==> src/rtl/cdc_hs_pkg.sv <==
// cdc_hs_pkg: shared types and helpers for the CDC handshake arbiter family.
//   arb_state_t      - arbiter FSM encoding (IDLE=0, ISSUE=1, ARMED=2, WAIT=3)
//   id_width()       - source-ID tag width for a given requester count (min 1)
//   TIMEOUT_CYC_DEF  - default busy-stall limit
package cdc_hs_pkg;

   typedef enum logic [1:0] {
      S_IDLE  = 2'd0,
      S_ISSUE = 2'd1,
      S_ARMED = 2'd2,
      S_WAIT  = 2'd3
   } arb_state_t;

   localparam int unsigned TIMEOUT_CYC_DEF = 1024;

   // clog2 with a floor of one bit so a 2-requester build still has a tag
   function automatic int unsigned id_width(input int unsigned n);
      return (n <= 2) ? 1 : $clog2(n);
   endfunction

endpackage

==> src/rtl/cdc_rr_pick.sv <==
// cdc_rr_pick: combinational rotate-priority picker.
// Returns the first set request at or after ptr, wrapping modulo NUM_REQ.
// Ports:
//   req      in  NUM_REQ  request vector
//   ptr      in  ID_W     search start index
//   idx_c    out ID_W     winner index (0 when nothing found)
//   found_c  out 1        at least one request set
module cdc_rr_pick
   import cdc_hs_pkg::*;
#(
   parameter  int unsigned NUM_REQ = 4,
   localparam int unsigned ID_W    = id_width(NUM_REQ)
) (
   input  logic [NUM_REQ-1:0] req,
   input  logic [ID_W-1:0]    ptr,
   output logic [ID_W-1:0]    idx_c,
   output logic               found_c
);

   logic [ID_W-1:0] k;

   // linear scan from ptr; first hit wins
   always_comb begin
      idx_c   = '0;
      found_c = 1'b0;
      k       = '0;
      for (int unsigned i = 0; i < NUM_REQ; i++) begin
         k = ID_W'((32'(ptr) + i) % NUM_REQ);
         if (!found_c && req[k]) begin
            found_c = 1'b1;
            idx_c   = k;
         end
      end
   end

endmodule

==> src/rtl/cdc_hs_arbiter.sv <==
// cdc_hs_arbiter: round-robin scheduler sharing one 2-phase CDC handshake
// channel among NUM_REQ requesters, in the source clock domain.
// Optional feature macro: CDC_ARB_TIMEOUT_EN (sticky busy-stall flag).
// Ports:
//   i_clk        in  1               source clock
//   i_rst        in  1               async active-high reset
//   i_req_valid  in  NUM_REQ         per-requester request
//   i_req_data   in  NUM_REQ*DATA_W  flattened payloads, req k at [k*DATA_W +: DATA_W]
//   o_req_ready  out NUM_REQ         one-hot single-cycle accept pulse
//   o_cdc_valid  out 1               single-cycle launch strobe
//   o_cdc_data   out ID_W+DATA_W     {winner ID, payload}, held until next launch
//   i_cdc_busy   in  1               channel busy
//   o_active     out 1               FSM not idle
//   o_grant_id   out ID_W            current/last winner
//   o_timeout    out 1               sticky stall flag (0 unless CDC_ARB_TIMEOUT_EN)
module cdc_hs_arbiter
   import cdc_hs_pkg::*;
#(
   parameter  int unsigned NUM_REQ     = 4,
   parameter  int unsigned DATA_W      = 8,
   parameter  int unsigned TIMEOUT_CYC = TIMEOUT_CYC_DEF,
   localparam int unsigned ID_W        = id_width(NUM_REQ)
) (
   input  logic                      i_clk,
   input  logic                      i_rst,
   input  logic [NUM_REQ-1:0]        i_req_valid,
   input  logic [NUM_REQ*DATA_W-1:0] i_req_data,
   output logic [NUM_REQ-1:0]        o_req_ready,
   output logic                      o_cdc_valid,
   output logic [ID_W+DATA_W-1:0]    o_cdc_data,
   input  logic                      i_cdc_busy,
   output logic                      o_active,
   output logic [ID_W-1:0]           o_grant_id,
   output logic                      o_timeout
);

   arb_state_t        state;
   logic [ID_W-1:0]   rr_ptr;
   logic [ID_W-1:0]   win_c;
   logic              found_c;
   logic [DATA_W-1:0] data_sel_c;

   cdc_rr_pick #(.NUM_REQ(NUM_REQ)) u_pick (
      .req     (i_req_valid),
      .ptr     (rr_ptr),
      .idx_c   (win_c),
      .found_c (found_c)
   );

   // payload mux for the candidate winner
   always_comb begin
      data_sel_c = i_req_data[32'(win_c)*DATA_W +: DATA_W];
   end

   // arbiter FSM; ready/valid are set on the IDLE->ISSUE edge so they are
   // visible exactly during the ISSUE cycle
   always_ff @(posedge i_clk or posedge i_rst) begin
      if (i_rst) begin
         state       <= S_IDLE;
         rr_ptr      <= '0;
         o_req_ready <= '0;
         o_cdc_valid <= 1'b0;
         o_cdc_data  <= '0;
         o_grant_id  <= '0;
         o_active    <= 1'b0;
      end else begin
         o_req_ready <= '0;
         o_cdc_valid <= 1'b0;
         case (state)
            S_IDLE: begin
               if (found_c && !i_cdc_busy) begin
                  o_cdc_data  <= {win_c, data_sel_c};
                  o_grant_id  <= win_c;
                  o_req_ready <= NUM_REQ'(1) << win_c;
                  o_cdc_valid <= 1'b1;
                  o_active    <= 1'b1;
                  state       <= S_ISSUE;
               end
            end
            S_ISSUE: begin
               rr_ptr <= (o_grant_id == ID_W'(NUM_REQ - 1)) ? '0 : o_grant_id + ID_W'(1);
               state  <= S_ARMED;
            end
            // ignore a busy that has not yet risen for this launch
            S_ARMED: begin
               if (i_cdc_busy) state <= S_WAIT;
            end
            S_WAIT: begin
               if (!i_cdc_busy) begin
                  o_active <= 1'b0;
                  state    <= S_IDLE;
               end
            end
            default: state <= S_IDLE;
         endcase
      end
   end

`ifdef CDC_ARB_TIMEOUT_EN
   localparam int unsigned CNT_W = $clog2(TIMEOUT_CYC + 1);

   logic [CNT_W-1:0] stall_cnt;

   // saturating stall counter; flag sets on the edge the count hits the limit
   always_ff @(posedge i_clk or posedge i_rst) begin
      if (i_rst) begin
         stall_cnt <= '0;
         o_timeout <= 1'b0;
      end else if (state == S_ISSUE) begin
         stall_cnt <= '0;
      end else if (state == S_ARMED || state == S_WAIT) begin
         if (stall_cnt != CNT_W'(TIMEOUT_CYC)) stall_cnt <= stall_cnt + CNT_W'(1);
         if (stall_cnt == CNT_W'(TIMEOUT_CYC - 1)) o_timeout <= 1'b1;
      end
   end
`else
   logic unused_timeout_cfg;
   assign unused_timeout_cfg = ^(32'(TIMEOUT_CYC));
   assign o_timeout          = 1'b0;
`endif

endmodule
==> config.mk <==
export PLATFORM = sky130hd
export DESIGN_NAME = cdc_hs_arbiter
export DESIGN_NICKNAME = d
export VERILOG_FILES = /design/src/rtl/cdc_hs_pkg.sv /design/src/rtl/cdc_rr_pick.sv /design/src/rtl/cdc_hs_arbiter.sv
export SDC_FILE = /design/constraint.sdc
export NUM_CORES = 1
export LEC_CHECK = 0
export BUFFER_PORTS_ARGS = -buffer_cell sky130_fd_sc_hd__buf_2
export CAP_MARGIN = 20
export CORE_UTILIZATION = 52
export CTS_BUF_LIST = sky130_fd_sc_hd__clkbuf_16
export DETAILED_ROUTE_END_ITERATION = 16
export PLACE_DENSITY_LB_ADDON = 0.1
export REMOVE_ABC_BUFFERS = 1
export SKIP_CTS_REPAIR_TIMING = 1
export SYNTH_ARGS = -nofsm -noshare
export SYNTH_HDL_FRONTEND = slang
export SYNTH_SLANG_ARGS = --single-unit
==> constraint.sdc <==
create_clock -name i_clk -period 4.85 [get_ports i_clk]
set_input_delay 0.485 -clock i_clk [delete_from_list [all_inputs] [get_ports i_clk]]
set_output_delay 0.485 -clock i_clk [all_outputs]
set_load 0.03 [all_outputs]
== Word level (Yosys, flattened, before mapping) ==
Cells that the tools add are included.
Operators by class
  $add $sub $neg: 4
  order comparisons: 4
  equality and inequality tests: 7
  shift-type cells: 2
  muxes and demuxes: 28
  reduce and logical (&&, ||, !) cells: 13
Operator list (number)
  $shiftx 32x6->8: 1
  $mux 2: 8
  $lt 2x3->1 const B: 4
  $mux 1: 12
  $bmux 1 s2: 4
  $mux 4: 2
  $pmux 2 s4: 1
  $eq 2x2->1 const B: 3
  $ne 2x2->1 const B: 3
  $reduce_and 3->1: 2
  $add 2x1->2 const B: 2
  $add 2x2->2 const B: 2
  $logic_and 1x1->1: 4
  $logic_not 1->1: 4
  $shl 1x2->4 const A: 1
  $eq 2x1->1 const B: 1
  $logic_not 2->1: 1
  $pmux 1 s2: 1
  $reduce_and 2->1: 1
  $reduce_bool 2->1: 1
Storage, ports and cells
  register bits after elaboration: 22
  bits of input ports: 39
  output and inout bits: 19
  word-level logic and storage cells: 65

== Depth between registers and ports, before layout ==
Gate-level depths: netlist (run 1).
  word-level depth: 15
  depth in mapped cells: 7
  depth with buffers taken out: 6

== Modules after synthesis ==
A second synthesis (run 1) with hierarchy kept.
Unflattened totals
  cells, all modules: 112
  area total of the unflattened synthesis: 1198.6 um2
By module, submodules not included
  cdc_hs_arbiter: instances 1, cells an instance 97, area each 1121.1 um2, sequential area each 500.5 um2
  cdc_rr_pick: instances 1, cells an instance 15, area each 77.6 um2, sequential area each 0.0 um2

== Worst setup path before layout (run 1) ==
No wires, ideal clock.
  kind: register to register
  start: reg rr_ptr[1]
  end: reg o_cdc_data[0]
  setup time: 0.133 ns
  arrival time: 1.588 ns
  required time: 4.717 ns
  path slack: 3.129 ns
  stages on the path, launching flop included: 8
  buffers on the path: 2
  clock period less this slack: 1.721 ns
  path through: dfrtp_1 > nand2b_1 > a21o_1 > buf_6 > and2_4 > buf_12 > a2111oi_4 > a211oi_2
Between the ends
  cells in the longest elaborated chain, start to end: 14
  elaborated cells on any way between the ends: 28
  classes of those cells: add/sub: 3; shift: 1; mux: 16; reduce/logical: 8
RTL lines
  start, declared: line cdc_hs_arbiter.sv:38  | logic [ID_W-1:0] rr_ptr;
  start signal, assigned: line cdc_hs_arbiter.sv:81  | rr_ptr <= (o_grant_id == ID_W'(NUM_REQ - 1)) ? '0 : o_grant_id + ID_W'(1);
  branches (longest 14 deep; another with $add 2x1->2)
  end signal, assigned: line cdc_hs_arbiter.sv:72  | o_cdc_data <= {win_c, data_sel_c};
  end, declared: line cdc_hs_arbiter.sv:30  | output logic [ID_W+DATA_W-1:0] o_cdc_data,
Several ways; the timed one is not identified. The select of a mux whose other input is x is not followed.
A chain may end at the register's enable or synchronous reset.

== Worst setup path in the final report (run 1) ==
  start: in i_req_valid[1]
  end: reg o_cdc_data[4]
Between the ends
  cells in the longest elaborated chain, start to end: 14
  elaborated cells on any way between the ends: 25
  classes of those cells: shift: 1; mux: 16; reduce/logical: 8
RTL lines
  start, declared: line cdc_hs_arbiter.sv:26  | input logic [NUM_REQ-1:0] i_req_valid,
  branches (longest 14 deep; another with $bmux 1 s2)
Several ways; the timed one is not identified. The select of a mux whose other input is x is not followed.

==> flow_metrics.env, run 1 <==
export IMPL_status="complete, no violations"
export IMPL_synth_xor_xnor_area_share_pct=0
export IMPL_drv_cap=0
export IMPL_r2r_slack_ns=2.15
export IMPL_clk_path_buf_depth=2
export IMPL_cts_root_buf="clkbuf_16"
export IMPL_crit_path_end="o_cdc_data[4]"
export IMPL_wl_per_cell_um=15.2
export IMPL_post_route_min_period_ns=2.81
export IMPL_grt_pass1_vias=1017
export IMPL_power_density_nw_per_um2=611
export IMPL_cp_end_kind="flip-flop"
export IMPL_setup_slack_ns=2.04
export IMPL_rsz0062_at_grt="no"
export IMPL_finClkSkew_ns=0.00680
export IMPL_clock_sinks=20
export IMPL_synth_mux_area_share_pct=8.73
export IMPL_grt_usage_pct=22.6
export IMPL_netlist_instances=125
export IMPL_post_route_period_util_pct=58.0
export IMPL_synth_top_area_cell="dfrtp_1"
export IMPL_arrival_ns=2.98
export IMPL_vias=1124
export IMPL_grt_pass1_wl_mm=4.63
export IMPL_yosysUniqueCellTypes=31
export IMPL_ys_seq_area_share_pct=35.3
export IMPL_fillerInstances=196
export IMPL_hold_class="in2async"
export IMPL_pre_cts_ws_ns=1.82
export IMPL_postRouteAntennaNets=0
export IMPL_worst_path_max_fanout=14
export IMPL_nets=221
export IMPL_swShare_pct=44.5
export IMPL_core_area_um2=2520
export IMPL_yosysWarnings=0
export IMPL_netlist_area_um2=1420
export IMPL_place_area_um2=1670
export IMPL_reg2reg_to="o_cdc_data[4]"
export IMPL_cellLeakagePower_nw=0.824
export IMPL_drc_errors=0
export IMPL_stdcell_area_um2=1770
export IMPL_crit_path_start_kind="input port"
export IMPL_setup_viol_count_final=0
export IMPL_yosysMostFrequentCell="dfrtp_1"
export IMPL_synth_edff_count=0
export IMPL_initial_core_util_pct=56.3
export IMPL_fp_dieW_um=54.2
export IMPL_cts_tree="done"
export IMPL_dp_hpwl_mm=2.34
export IMPL_clk_latency_ns=0.26
export IMPL_rows=18
export IMPL_power_share_clock_pct=21.0
export IMPL_reg2reg_from="state[0]"
export IMPL_path_class="in2reg"
export IMPL_port_buffers=56
export IMPL_boundaryPins=58
export IMPL_synth_top_family_by_area="compound AO/OA/AOI/OAI gates"
export IMPL_grt_max_degree=21
export IMPL_cp_required_ns=5.02
export IMPL_timing_final_max_slew_violations=0
export IMPL_drt_iter0_drc=13
export IMPL_hold_violations=0
export IMPL_synth_area_per_cell_um2=11.4
export IMPL_yosys_area_share_adder_pct=5.29
export IMPL_insertedDiodeCount=0
export IMPL_ys_async_sr_fraction_pct=100
export IMPL_synthTopCellsByCount="dfrtp_1 (20), nor2_1 (17), mux2i_1 (9), nand2_1 (9)"
export IMPL_die_h_um=54.2
export IMPL_synth_compound_area_share_pct=31.9
export IMPL_peakVddDrop_mv=0.473
export IMPL_grt_ovfl_total=0
export IMPL_tightest_slew_ns=1.01
export IMPL_grt_antenna_before_repair=0
export IMPL_syn2layout_area_growth_pct=25.0
export IMPL_synthTopCellsByArea="dfrtp_1 (35%), a2111oi_4 (16%), a211oi_2 (7.1%)"
export IMPL_numCtsBuffers=3
export IMPL_ys_ff_latch=20
export IMPL_timing_fmax_mhz=355
export IMPL_drt_total_wl_mm=3.12
export IMPL_synth_ff_type="dfrtp_1"
export IMPL_cts_reportedPaths_clkPinSlew_ns=0.06
export IMPL_gp_congestion=0.791
export IMPL_pwr_share_seq_pct=26.7
export IMPL_p_int_mw=0.601
export IMPL_power_switching_mw=0.482
export IMPL_drive_gt1_share_pct=46.9
export IMPL_synth_top_cell_area_share_pct=35.3
export IMPL_combinationalPowerShare_pct=52.4
export IMPL_firstDrtPassIters=4
export IMPL_timing_slew_headroom_pct=32.2
export IMPL_via_per_inst=5.48
export IMPL_die_area_um2=2940
export IMPL_tns_ns=0
export IMPL_cts_max_level=1
export IMPL_synth_simple_gate_area_share_pct=11.2
export IMPL_worstRegToRegCells=6
export IMPL_cp_startpoint="i_req_valid[1]"
[power groups by stage]
| stage | Clock [mW] | Sequential, mW | Combinational [mW] |
|---|---|---|---|
| after CTS | 0.228 | 0.288 | 0.574 |
| after global routing | 0.232 | 0.298 | 0.614 |
| after global placement | 0 | 0.288 | 0.557 |
| after detailed placement | 0 | 0.290 | 0.570 |
| final | 0.227 | 0.289 | 0.567 |
| after floorplan | 0 | 0.398 | 0.310 |
[routing by layer]
metal	GRT usage, %	up-vias	wire length, µm
met5	0	-	0
met1	27.6	530	1280
li1	-	543	-
met2	39.8	44	1600
met4	9.83	0	58
met3	2.50	7	170
[cells in the final DEF (no fill, tap or decap)]
master,instances
a2111oi_4,8
a211oi_2,8
a211oi_4,1
a21boi_0,8
a21o_1,1
a21oi_1,3
a2bb2oi_1,1
a31oi_1,1
and2_1,1
and2_4,1
buf_2,56
bufinv_16,1
clkbuf_16,3
conb_1,1
dfrtp_1,20
ha_1,6
inv_1,6
mux2_2,3
mux2i_1,9
nand2_1,9
nand2_2,1
nand2b_1,3
nor2_1,17
nor2b_1,1
nor4_1,1
o21a_1,1
o21ai_0,1
o22ai_1,1
o2bb2ai_1,1
or3b_1,1
[logic make-up after synthesis]
group           Yosys count
flops                    20
simple gates             35
mux                      12
compound gates           35
other cells               1
buf+inv                  16
fa+ha+maj                 6
[worst min path at each step]
stage                              from             to  slack (ns)
after floorplan                   i_rst       o_active        0.45
after global placement    o_grant_id[1]  o_grant_id[1]        0.53
after detailed placement  o_grant_id[1]  o_grant_id[1]        0.52
after CTS                         i_rst  o_cdc_data[7]        0.39
after global routing              i_rst  o_cdc_data[7]        0.45
final                             i_rst    o_cdc_valid        0.35
[critical path, cell delays in order]
cell and delay (ns):
buf_2 0.13, nor4_1 0.50, or3b_1 0.78, inv_1 0.44, and2_1 0.41, a211oi_2 0.23
[sequential cells by signal, summed over array words and instances, names as in the netlist]
register     count
o_active         1
o_cdc_valid      1
rr_ptr           2
state            2
o_req_ready      4
o_cdc_data       9
o_grant_id       1
[area by class of cell]
cell class	count	area, µm²	share of cell area (%)
inverters	6	22.5	1.27
multi-input cells	89	827	46.6
well taps	30	37.5	2.12
repair buffers	56	280	15.8
clock inverters	1	30.0	1.69
flip-flops and latches	20	500	28.2
clock buffers	3	75.1	4.23
[stage by stage]
stage | utilization [%] | cells | hold slack [ns] | total power, mW
5_1_grt | 70.3 | 205 | 0.449 | 1.14
2_1_floorplan | - | 115 | 0.449 | 0.709
4_1_cts | 70.3 | 205 | 0.386 | 1.09
3_3_place_gp | 66.1 | 201 | 0.535 | 0.845
6_report | 70.3 | 205 | 0.353 | 1.08
3_5_place_dp | 66.1 | 201 | 0.518 | 0.861
Power figures use the tool's default switching activity.
==> run 2: changes to the inputs <==
--- a/config.mk
+++ b/config.mk
@@ -5,9 +5,10 @@
 export SDC_FILE = /design/constraint.sdc
 export NUM_CORES = 1
 export LEC_CHECK = 0
+export ABC_AREA = 1
 export BUFFER_PORTS_ARGS = -buffer_cell sky130_fd_sc_hd__buf_2
 export CAP_MARGIN = 20
-export CORE_UTILIZATION = 52
+export CORE_UTILIZATION = 44
 export CTS_BUF_LIST = sky130_fd_sc_hd__clkbuf_16
 export DETAILED_ROUTE_END_ITERATION = 16
 export PLACE_DENSITY_LB_ADDON = 0.1
==> constraint.sdc (replaced) <==
create_clock -name i_clk -period 2.35 [get_ports i_clk]
set_input_delay 0.235 -clock i_clk [delete_from_list [all_inputs] [get_ports i_clk]]
set_output_delay 0.235 -clock i_clk [all_outputs]
set_load 0.03 [all_outputs]
==> flow_metrics.env, run 2 <==
export IMPL_status="complete, no violations"
export IMPL_synth_ff_type="dfrtp_1"
export IMPL_yosysUniqueCellTypes=25
export IMPL_drc_errors=0
export IMPL_timing_final_max_slew_violations=0
export IMPL_power_share_clock_pct=11.3
export IMPL_drive_gt1_share_pct=26.7
export IMPL_ys_async_sr_fraction_pct=100
export IMPL_firstDrtPassIters=5
export IMPL_synth_top_cell_area_share_pct=33.6
export IMPL_r2r_slack_ns=0.25
export IMPL_post_route_min_period_ns=2.10
export IMPL_grt_antenna_before_repair=0
export IMPL_nets=323
export IMPL_netlist_area_um2=1490
export IMPL_clk_latency_ns=0.25
export IMPL_drt_total_wl_mm=3.49
export IMPL_yosysMostFrequentCell="nand2_1"
export IMPL_grt_pass1_wl_mm=5.67
export IMPL_power_density_nw_per_um2=1650
export IMPL_rows=20
export IMPL_netlist_instances=225
export IMPL_tightest_slew_ns=0.728
export IMPL_largest_reg_flops=9
export IMPL_synth_top_area_cell="dfrtp_1"
export IMPL_path_class="reg2reg"
export IMPL_syn2layout_area_growth_pct=24.2
export IMPL_timing_fmax_mhz=477
export IMPL_ys_seq_area_share_pct=33.6
export IMPL_vias=1529
export IMPL_die_area_um2=3630
export IMPL_grt_usage_pct=20.9
export IMPL_synth_edff_count=0
export IMPL_timing_slew_headroom_pct=51.4
export IMPL_power_switching_mw=1.68
export IMPL_grt_ovfl_total=0
export IMPL_reg2reg_to="o_cdc_data[0]"
export IMPL_reg2reg_from="rr_ptr[0]"
export IMPL_synth_area_per_cell_um2=6.63
export IMPL_gp_congestion=0.915
export IMPL_cts_root_buf="clkbuf_16"
export IMPL_clock_sinks=20
export IMPL_cts_max_level=1
export IMPL_place_area_um2=1770
export IMPL_worstRegToRegCells=12
export IMPL_worst_path_max_fanout=19
export IMPL_pwr_share_seq_pct=19.6
export IMPL_final_common_cell="nand2_1"
export IMPL_p_int_mw=1.38
export IMPL_dpl_cell_count=317
export IMPL_crit_path_start_kind="flip-flop"
export IMPL_post_route_period_util_pct=89.2
export IMPL_stdcell_area_um2=1850
export IMPL_cp_end_kind="flip-flop"
export IMPL_cp_required_ns=2.54
export IMPL_hold_worst_slack_ns=0.0986
export IMPL_hold_violations=0
export IMPL_cp_startpoint="rr_ptr[0]"
export IMPL_combinationalPowerShare_pct=69.1
export IMPL_synthTopCellsByCount="nand2_1 (122), dfrtp_1 (20), nand4_1 (17)"
export IMPL_insertedDiodeCount=0
export IMPL_initial_core_util_pct=47.7
export IMPL_power_mw=3.06
export IMPL_postRouteAntennaNets=0
export IMPL_cellLeakagePower_nw=1.14
export IMPL_yosysWarnings=0
export IMPL_multi_input_area_um2=843
export IMPL_ys_ff_latch=20
export IMPL_grt_max_degree=21
export IMPL_arrival_ns=2.28
export IMPL_via_per_inst=4.76
export IMPL_wl_per_cell_um=10.9
export IMPL_grt_pass1_vias=1306
export IMPL_fp_dieW_um=60.2
export IMPL_clk_path_buf_depth=2
export IMPL_drv_cap=0
export IMPL_dp_hpwl_mm=2.66
export IMPL_numCtsBuffers=3
export IMPL_core_area_um2=3130
export IMPL_top_regs="o_cdc_data x9, o_req_ready x4"
export IMPL_swShare_pct=55.0
export IMPL_drt_iter0_drc=133
export IMPL_tns_ns=0
export IMPL_mostFrequentLayoutCells="nand2_1 (122), buf_2 (56), dfrtp_1 (20), nand4_1 (17), inv_1 (15)"
export IMPL_boundaryPins=58
export IMPL_register_area_um2=500
export IMPL_cts_tree="done"
export IMPL_cts_reportedPaths_clkPinSlew_ns=0.05
export IMPL_rsz0062_at_grt="no"
export IMPL_finClkSkew_ns=0.00408
export IMPL_synthTopCellsByArea="dfrtp_1 (34%), nand2_1 (31%), nand4_1 (7.1%)"
export IMPL_peakVddDrop_mv=0.763
export IMPL_setup_viol_count_final=0
export IMPL_die_h_um=60.2
export IMPL_regMostFlops="o_cdc_data"
export IMPL_hold_class="in2async"
export IMPL_port_buffers=56
export IMPL_stdcell_count=321
export IMPL_fillerInstances=320
==> run 2: cell count changes in the layout (fill, tap and decap cells not counted), sizes merged, moves of 12 or more <==
cell / delta
nor2: -13
nand4: +17
nand2: +116
inv: +12
==> run 2: worst max path at each step <==
| stage | endpoint | cells past startpoint |
|---|---|---|
| final | o_cdc_data[0] | 12 |
| after global routing | o_cdc_data[6] | 13 |
| after CTS | o_cdc_data[5] | 14 |
| after detailed placement | o_cdc_data[0] | 14 |
| after global placement | o_req_ready[1] | 10 |
| after floorplan | o_grant_id[1] | 11 |
==> run 2: cell type report <==
class	count	area share, %
inverter	18	3.92
sequential	20	27.0
multi-input combinational	176	45.5
clock inverter	1	0.203
timing repair buffer	59	16.3
clock buffer	3	4.05
tap	44	2.97
==> run 2: power groups by stage <==
stage                     registers (mW)  clock network (mW)  logic, mW
final                              0.600               0.345       2.12
after global routing               0.616               0.365       2.39
after floorplan                    0.842                   0       1.34
after detailed placement           0.604                   0       2.11
after global placement             0.606                   0       2.10
after CTS                          0.601               0.352       2.12
==> run 2: per-layer routing <==
metal | GRT usage (%) | up-vias | routed length (µm) | part of all wire, %
li1 | - | 816 | - | -
met1 | 30.0 | 660 | 1700 | 49
met2 | 32.2 | 48 | 1530 | 44
met3 | 2.38 | 5 | 212 | 6.1
met4 | 7.31 | 0 | 43 | 1.2
met5 | 0 | - | 0 | 0
==> run 2: through the flow <==
| step | worst slack (ns) | utilization [%] |
|---|---|---|
| 6_report | 0.254 | 59.2 |
| 5_1_grt | 0.0445 | 59.2 |
| 4_1_cts | 0.293 | 59.2 |
| 3_5_place_dp | 0.318 | 56.7 |
| 3_3_place_gp | 0.317 | 56.7 |
| 2_1_floorplan | 0.455 | - |
==> run 2: cells by family after synthesis <==
family | share of synthesized area (%)
buffers and inverters | 9.90
AOI/OAI and AO/OA | 4.03
adders and majority gates | 5.03
other | 0.251
DFF | 33.6
and+or+nand+nor | 47.2
==> run 2: worst max-delay path: stages, from the launching register on <==
cell     delay, ns
dfrtp_1       0.57
nand2_1       0.15
nand3_1       0.15
nand2_2       0.09
nor2_4        0.15
nand3_4       0.21
nand3_4       0.27
nand2_1       0.07
nand2_1       0.07
nand2_1       0.05
nand2_1       0.11
nand2_1       0.06
nand2_1       0.06
==> run 3: changes to the inputs <==
--- a/config.mk
+++ b/config.mk
@@ -6,7 +6,7 @@
 export NUM_CORES = 1
 export LEC_CHECK = 0
 export ABC_AREA = 1
-export BUFFER_PORTS_ARGS = -buffer_cell sky130_fd_sc_hd__buf_2
+export BUFFER_PORTS_ARGS = -buffer_cell sky130_fd_sc_hd__buf_4
 export CAP_MARGIN = 20
 export CORE_UTILIZATION = 44
 export CTS_BUF_LIST = sky130_fd_sc_hd__clkbuf_16
==> flow_metrics.env, run 3 (synthesis gave the netlist of run 2 again) <==
export IMPL_status="complete, no violations"
export IMPL_rsz0062_at_grt="no"
export IMPL_insertedDiodeCount=0
export IMPL_nets=323
export IMPL_dp_hpwl_mm=2.68
export IMPL_rows=20
export IMPL_core_area_um2=3130
export IMPL_cts_reportedPaths_clkPinSlew_ns=0.05
export IMPL_die_area_um2=3630
export IMPL_clk_latency_ns=0.25
export IMPL_crit_buf_inv=1
export IMPL_gp_congestion=0.849
export IMPL_critical_path_max_stage_delay_ns=0.56
export IMPL_crit_path_end="o_cdc_data[3]"
export IMPL_crit_top_cell="nand2_1"
export IMPL_drive_gt1_share_pct=26.7
export IMPL_setup_viol_count_final=0
export IMPL_clock_sinks=20
export IMPL_post_route_min_period_ns=2.09
export IMPL_post_route_period_util_pct=89.0
export IMPL_port_buffers=56
export IMPL_die_h_um=60.2
export IMPL_grt_pass1_vias=1263
export IMPL_timing_slew_headroom_pct=52.3
export IMPL_top_regs="o_cdc_data x9, o_req_ready x4"
export IMPL_r2r_slack_ns=0.26
export IMPL_hold_class="in2async"
export IMPL_fillerInstances=303
export IMPL_timing_final_max_slew_violations=0
export IMPL_hold_worst_slack_ns=0.107
export IMPL_worstRegToRegCells=15
export IMPL_mostFrequentLayoutCells="nand2_1 (122), buf_4 (59), dfrtp_1 (20), nand4_1 (17), inv_1 (15)"
export IMPL_postRouteAntennaNets=0
export IMPL_cts_root_buf="clkbuf_16"
export IMPL_peakVddDrop_mv=0.890
export IMPL_syn2layout_area_growth_pct=33.6
export IMPL_worst_path_max_fanout=19
export IMPL_stdcell_area_um2=1990
export IMPL_drt_total_wl_mm=3.58
export IMPL_initial_core_util_pct=47.7
export IMPL_path_class="reg2reg"
export IMPL_drc_errors=0
export IMPL_vias=1505
export IMPL_grt_usage_pct=20.6
export IMPL_grt_antenna_before_repair=0
export IMPL_firstDrtPassIters=4
export IMPL_fin_util_pct=63.7
export IMPL_grt_pass1_wl_mm=5.59
export IMPL_cts_tree="done"
export IMPL_largest_reg_flops=9
export IMPL_hold_violations=0
export IMPL_cp_slowest_cell="dfrtp_1"
export IMPL_crit_chain="inv_6, nand2_1, nand2_2, nand2_1, nand2_1, nand2_1, nand2_1, nand2_4, nand3_4, nand2_1, nand2_1, nand2_1, nand2_1, nand2_1, nand2_1"
export IMPL_wl_per_cell_um=11.2
export IMPL_arrival_ns=2.23
export IMPL_boundaryPins=58
export IMPL_cellLeakagePower_nw=1.18
export IMPL_cts_max_level=1
export IMPL_cp_end_kind="flip-flop"
export IMPL_clk_path_buf_depth=2
export IMPL_numCtsBuffers=3
export IMPL_finClkSkew_ns=0.00107
export IMPL_regMostFlops="o_cdc_data"
export IMPL_cp_top_family="simple AND/OR/NAND/NOR gates"
export IMPL_via_per_inst=4.69
export IMPL_tightest_slew_ns=0.714
export IMPL_drt_iter0_drc=106
export IMPL_place_area_um2=1910
export IMPL_final_common_cell="nand2_1"
export IMPL_setup_slack_ns=0.258
export IMPL_grt_ovfl_total=0
export IMPL_pre_cts_ws_ns=0.290
export IMPL_timing_fmax_mhz=478
export IMPL_tns_ns=0
export IMPL_cp_required_ns=2.49
export IMPL_power_density_nw_per_um2=1590
export IMPL_fp_dieW_um=60.2
export IMPL_grt_max_degree=21
export IMPL_cp_depth=15
export IMPL_cp_startpoint="rr_ptr[0]"
export IMPL_drv_cap=0
export IMPL_reg2reg_to="o_cdc_data[3]"
export IMPL_crit_path_start_kind="flip-flop"
export IMPL_reg2reg_from="rr_ptr[0]"
## run 3: cell types whose count changed in the layout (fill, tap and decap cells not counted)
cell	delta
buf_4	+56
buf_2	-56
## run 3: how the worst min path moves through the flow
stage | startpoint | to | slack [ns] | cells past startpoint
6_report | i_rst | o_cdc_data[7] | 0.11 | 2
5_1_grt | i_rst | o_cdc_data[3] | 0.17 | 2
4_1_cts | i_rst | o_cdc_data[3] | 0.14 | 2
3_5_place_dp | i_rst | o_cdc_data[7] | 0.41 | 2
3_3_place_gp | i_rst | o_cdc_data[7] | 0.41 | 2
2_1_floorplan | i_rst | o_active | 0.20 | 1
## run 3: cell type report
cell class	instances	area (µm²)	share of cell area [%]
clock buffers	3	75.1	3.77
flip-flops and latches	20	500	25.1
clock inverters	1	3.75	0.188
multi-input cells	176	843	42.3
well taps	44	55.1	2.76
repair buffers	59	443	22.2
inverters	18	72.6	3.64
## run 3: power by group
part,leakage [nW],internal [mW],switching [mW],total [mW]
combinational,0.881,0.742,1.47,2.21
sequential,0.256,0.493,0.121,0.614
clock,0.0385,0.226,0.113,0.339
total,1.18,1.46,1.70,3.16
## run 3: through the flow
| step | instances | total power [mW] |
|---|---|---|
| floorplan | 214 | 2.18 |
| global placement | 317 | 2.82 |
| detailed placement | 317 | 2.82 |
| CTS | 321 | 3.18 |
| global route | 321 | 3.47 |
| finish | 321 | 3.16 |
## run 3: worst register-to-register path, stage by stage, from the launching register on
cell     delay (ns)
dfrtp_1        0.56
inv_6          0.10
nand2_1        0.10
nand2_2        0.08
nand2_1        0.07
nand2_1        0.05
nand2_1        0.09
nand2_1        0.10
nand2_4        0.18
nand3_4        0.24
nand2_1        0.13
nand2_1        0.05
nand2_1        0.05
nand2_1        0.07
nand2_1        0.06
nand2_1        0.05
## run 3: layer usage
layer | track usage (%) | part of all wire, % | up-vias
met2 | 31.6 | 47 | 38
li1 | - | - | 817
met3 | 3.03 | 4.1 | 4
met1 | 29.7 | 48 | 646
met5 | 0 | 0 | -
met4 | 5.98 | 0.89 | 0
